--- src/rtl/one_hot_state_monitor.sv ---
// Purpose : watches a 4-state one-hot ring FSM (state_in/out_in) and flags the first protocol error.
// Latency : error flag/code and FAULT state appear one cycle after the offending sample; lap_count updates one cycle after the wrap.
// Backpr. : none; passive observer that samples every cycle and never stalls the upstream FSM.
//
// Ports:
//   clk        rising-edge clock
//   reset      synchronous active-high reset (wins over clear)
//   state_in   one-hot state from the upstream ring FSM
//   out_in     encoded output from the upstream FSM (must equal the state's bit index)
//   clear      synchronous soft clear of errors, counters and tracking (wins over errors)
//   mon_state  00 SYNC, 01 RUN, 10 FAULT
//   err        sticky error flag
//   err_code   001 not one-hot, 010 illegal transition, 011 out_in mismatch, 100 stall
//   lap_count  completed rings (1000->0001 wraps), saturating
//
// Build option: define ONEHOT_MON_STALL_EN to build the dwell counter and stall check (err_code 100).

module one_hot_state_monitor #(
    parameter int LAP_W     = 8,
    parameter int DWELL_MAX = 4
) (
    input  logic             clk,
    input  logic             reset,
    input  logic [3:0]       state_in,
    input  logic [1:0]       out_in,
    input  logic             clear,
    output logic [1:0]       mon_state,
    output logic             err,
    output logic [2:0]       err_code,
    output logic [LAP_W-1:0] lap_count
);

    typedef enum logic [1:0] {
        SYNC  = 2'b00,
        RUN   = 2'b01,
        FAULT = 2'b10
    } mon_t;

    mon_t             cur_st, nxt_st;
    logic [3:0]       prev_q, prev_d;
    logic             err_d;
    logic [2:0]       code_d;
    logic [LAP_W-1:0] lap_d;

    // ---------------- per-sample checks ----------------
    logic       onehot;
    logic       legal_tr;
    logic       out_ok;
    logic       lap_wrap;
    logic       stall;
    logic [3:0] succ;
    logic [1:0] exp_out;
    logic [2:0] det_code;

    assign onehot   = (state_in != 4'd0) && ((state_in & (state_in - 4'd1)) == 4'd0);
    assign succ     = {prev_q[2:0], prev_q[3]};
    assign legal_tr = (state_in == prev_q) || (state_in == succ);
    assign out_ok   = (out_in == exp_out);
    assign lap_wrap = (prev_q == 4'b1000) && (state_in == 4'b0001);

    always_comb begin
        exp_out = 2'b00;
        case (state_in)
            4'b0001: exp_out = 2'b00;
            4'b0010: exp_out = 2'b01;
            4'b0100: exp_out = 2'b10;
            4'b1000: exp_out = 2'b11;
            default: exp_out = 2'b00;
        endcase
    end

`ifdef ONEHOT_MON_STALL_EN
    // Counter only needs to reach DWELL_MAX+1, the first value that trips the stall.
    localparam int DW_W = $clog2(DWELL_MAX + 2);
    localparam logic [DW_W-1:0] DW_LIM = DW_W'(DWELL_MAX);

    logic [DW_W-1:0] dwell_q, dwell_d, held;

    // Number of consecutive samples of the current value, including this one.
    assign held  = (state_in == prev_q) ? (dwell_q + DW_W'(1)) : DW_W'(1);
    assign stall = (held > DW_LIM);
`else
    assign stall = 1'b0;
`endif

    // Priority order: one-hot, transition, output, stall.
    always_comb begin
        det_code = 3'b000;
        if (!onehot)        det_code = 3'b001;
        else if (!legal_tr) det_code = 3'b010;
        else if (!out_ok)   det_code = 3'b011;
        else if (stall)     det_code = 3'b100;
    end

    // ---------------- next-state / next-output ----------------
    always_comb begin
        nxt_st = cur_st;
        prev_d = prev_q;
        err_d  = err;
        code_d = err_code;
        lap_d  = lap_count;
`ifdef ONEHOT_MON_STALL_EN
        dwell_d = dwell_q;
`endif
        if (clear) begin
            // Clear beats any error detected in the same sample.
            nxt_st = SYNC;
            prev_d = 4'b0001;
            err_d  = 1'b0;
            code_d = 3'b000;
            lap_d  = '0;
`ifdef ONEHOT_MON_STALL_EN
            dwell_d = '0;
`endif
        end else begin
            case (cur_st)
                SYNC: begin
                    if (state_in == 4'b0001 && out_in == 2'b00)
                        nxt_st = RUN;
                end
                RUN: begin
                    if (det_code != 3'b000) begin
                        // Tracking freezes on error; a wrap with a bad out_in is not a lap.
                        nxt_st = FAULT;
                        err_d  = 1'b1;
                        code_d = det_code;
                    end else begin
                        prev_d = state_in;
`ifdef ONEHOT_MON_STALL_EN
                        dwell_d = held;
`endif
                        if (lap_wrap && !(&lap_count))
                            lap_d = lap_count + LAP_W'(1);
                    end
                end
                FAULT: begin
                    nxt_st = FAULT;
                end
                default: begin
                    nxt_st = SYNC;
                end
            endcase
        end
    end

    // ---------------- state registers ----------------
    always_ff @(posedge clk) begin
        if (reset) begin
            cur_st    <= SYNC;
            prev_q    <= 4'b0001;
            err       <= 1'b0;
            err_code  <= 3'b000;
            lap_count <= '0;
`ifdef ONEHOT_MON_STALL_EN
            dwell_q   <= '0;
`endif
        end else begin
            cur_st    <= nxt_st;
            prev_q    <= prev_d;
            err       <= err_d;
            err_code  <= code_d;
            lap_count <= lap_d;
`ifdef ONEHOT_MON_STALL_EN
            dwell_q   <= dwell_d;
`endif
        end
    end

    assign mon_state = cur_st;

endmodule

--- config.mk ---
export PLATFORM = sky130hd
export DESIGN_NAME = one_hot_state_monitor
export DESIGN_NICKNAME = d
export VERILOG_FILES = /design/src/rtl/one_hot_state_monitor.sv
export SDC_FILE = /design/constraint.sdc
export NUM_CORES = 1
export LEC_CHECK = 0
export ABC_AREA = 1
export CAP_MARGIN = 0
export CORE_UTILIZATION = 30
export DETAILED_ROUTE_END_ITERATION = 10
export GPL_TIMING_DRIVEN = 0
export SLEW_MARGIN = 40
export SYNTH_ARGS = -nofsm -noshare
export SYNTH_HDL_FRONTEND = slang
export SYNTH_SLANG_ARGS = --single-unit
--- constraint.sdc ---
create_clock -name clk -period 1.6 [get_ports clk]
set_input_delay 0.16 -clock clk [delete_from_list [all_inputs] [get_ports clk]]
set_output_delay 0.16 -clock clk [all_outputs]
set_load 0.05 [all_outputs]
==> metrics.txt <==
period utilisation layout 0.9745; Post-Place Setup Slack -430.8 ps; Vias 1227; via/cell ratio 4.648; CP max stage cell clkdlybuf4s50_1; YS warnings 0; RePlAce Congestion 0.8054; worst hold margin 281.6 ps; CP Launch Type flip-flop; Total GRT Usage 0.1403; Clk Latency, worst-skew pair 260 ps; Seq cells post-synth 17; Core Area 0.003689 mm2; # setup viols final 0; minimum clock period 1559 ps; final wirelength 2.778 mm; Initial Utilization 0.3172; Post-Place Cells 253; CP endpoint kind output port; CTS clk-pin slew, worst paths 70 ps; fmax 641.4 MHz; Synth cell types 31; die height 64.45 um; Critical Path, Cell by Cell clkdlybuf4s50_1; final core utilization 0.4467; final setup skew 3.010 ps; synth cell count leaders nand2_1 (55), inv_1 (21), nor2_1 (20); area share of the largest cell type after synthesis 0.2909; number of global-route vias before repair 1026; max-cap violations 0; Post-Synthesis Cells 184; Leakage 0.8301 nW; worst slew pin tran 499.9 ps; largest net degree at the start of global routing 11; initial antenna violation count 0; hold path depth 3; DP HPWL 2.003 mm; die width 64.45 um; Synth area leaders dfxtp_1 (29%), nand2_1 (18%), inv_1 (6.7%); Worst R2R Path Depth 11; syn nets 196; CTS Root Cell clkbuf_8; wire per inst 10.52 um; I/O Buffers 21; Setup CP Type flip-flop to output port; unrepaired setup endpoints after global routing true; count of clock tree sinks 17; Synth area leader dfxtp_1; Rows 22; htree depth 1; relative slew slack 0.6662; fraction of layout cells with a size suffix above 1 0.2824; Slew Limit Fails 0; pwr/cell area 544.4 mW/mm2; required time worst endpoint 1440 ps; Largest delay share family, worst path buffers and inverters; fin cells 264; cell with the most instances after synthesis nand2_1; number of flops mapped to enable cells by yosys 0; slowest stage delay, CP 800 ps; drt initial violations 48; Worst path depth 1; area post-placement 0.001465 mm2; ys flop type dfxtp_1; Layout Nets 229; Final Hold Viols 0; CP Max Fanout 3; DRC 0; Final Worst Setup Slack 40.86 ps; Hold WC Path Type primary input to flip-flop; CTS tree done; clk buf depth 2; total CTS buffers 3; IO Count 23; die area 0.004153 mm2; post-route ant nets 0; Post-CTS Hold Fix Bufs 0; status finished, final reports clean; DRT Pass-1 Iters 4; Finished Cell Area 0.001648 mm2; peak supply drop 0.2013 mV; first-pass GRT wire length 4.595 mm; post-synthesis sequential area ratio 0.2909; P&R area growth vs syn 40.86%; Async SR Flop Fraction 0; synthesized area 0.001170 mm2; syn_area_per_cell 6.358 um2; # diodes 0; gr ovfl total 0; Buf/Inv on CP 1; Worst Path Arrival 1400 ps
logic make-up (layout without fill, tap and decap cells):
logic type	count (synthesis)	after routing	synth area share
other	1	1	0.003205
buffers and inverters	29	60	0.1037
flip-flops	17	17	0.2909
XOR/XNOR	2	2	0.01498
AND/OR/NAND/NOR	108	109	0.4406
AO/OA/AOI/OAI	24	24	0.1144
adder cells (fa/ha/maj)	3	3	0.03209
where the power goes:
part	total (W)	leakage, nW	internal [W]	switching [W]
clock	0.000341	0.0255	0.000173	0.000168
combinational	0.000137	0.661	0.0000496	0.0000878
sequential	0.000419	0.143	0.000418	0.00000104
layer usage:
layer	vias to the layer above	routed length, um	GRT usage
li1	653	-	-
met1	549	1368	0.1989
met2	21	1286	0.2132
met3	4	71	0.02113
met4	0	51	0.05000
met5	-	0	0
worst paths after layout:
check | from | to | slack, ps
worst max-delay path | mon_state[1] | mon_state[1] | 40
worst min-delay path | state_in[2] | prev_q[2] | 280
worst max register to register | prev_q[3] | lap_count[5] | 120
worst min register to register | err_code[0] | err_code[0] | 470
sequential cells by signal, indices dropped and copies added, names as in the netlist:
name / cells
lap_count: 8
prev_q: 4
err_code: 2
mon_state: 2
err: 1
placed cells by master, fill, tap and decap left out, drive strengths merged, types with 4 or more instances in the layout:
master,instances
dlygate4sd2,4
nor3,4
clkdlybuf4s50,8
o21ai,7
dlymetal6s2s,6
dfxtp,17
a21oi,14
nand4,6
buf,10
nand2,59
clkbuf,6
nand3,15
inv,25
nor2,25
through the flow:
| stage | power (W) | TNS (ps) |
|---|---|---|
| 2_1_floorplan | 0.0005175 | 0 |
| 3_3_place_gp | 0.0005643 | -6438 |
| 3_5_place_dp | 0.0005655 | -6649 |
| 4_1_cts | 0.0008999 | 0 |
| 5_1_grt | 0.0009422 | -47.20 |
| 6_report | 0.0008971 | 0 |
final cells by class:
| type | count | area [um2] |
|---|---|---|
| Fill cell | 402 | 2041 |
| Multi-Input combinational cell | 139 | 784.5 |
| Sequential cell | 17 | 365.4 |
| Timing Repair Buffer | 27 | 262.8 |
| Inverter | 25 | 93.84 |
| Tap cell | 48 | 60.06 |
| Clock buffer | 3 | 41.29 |
| Buffer | 4 | 35.03 |
| Clock inverter | 1 | 5.005 |
what timing repair did:
action                                  4_1_cts  5_1_grt
buffers inserted                              1        5
gates resized for setup                       8       35
pin swaps                                     1        8
gates cloned                                  0        1
endpoints found under the setup margin       19       22
Power figures use the tool's default switching activity.
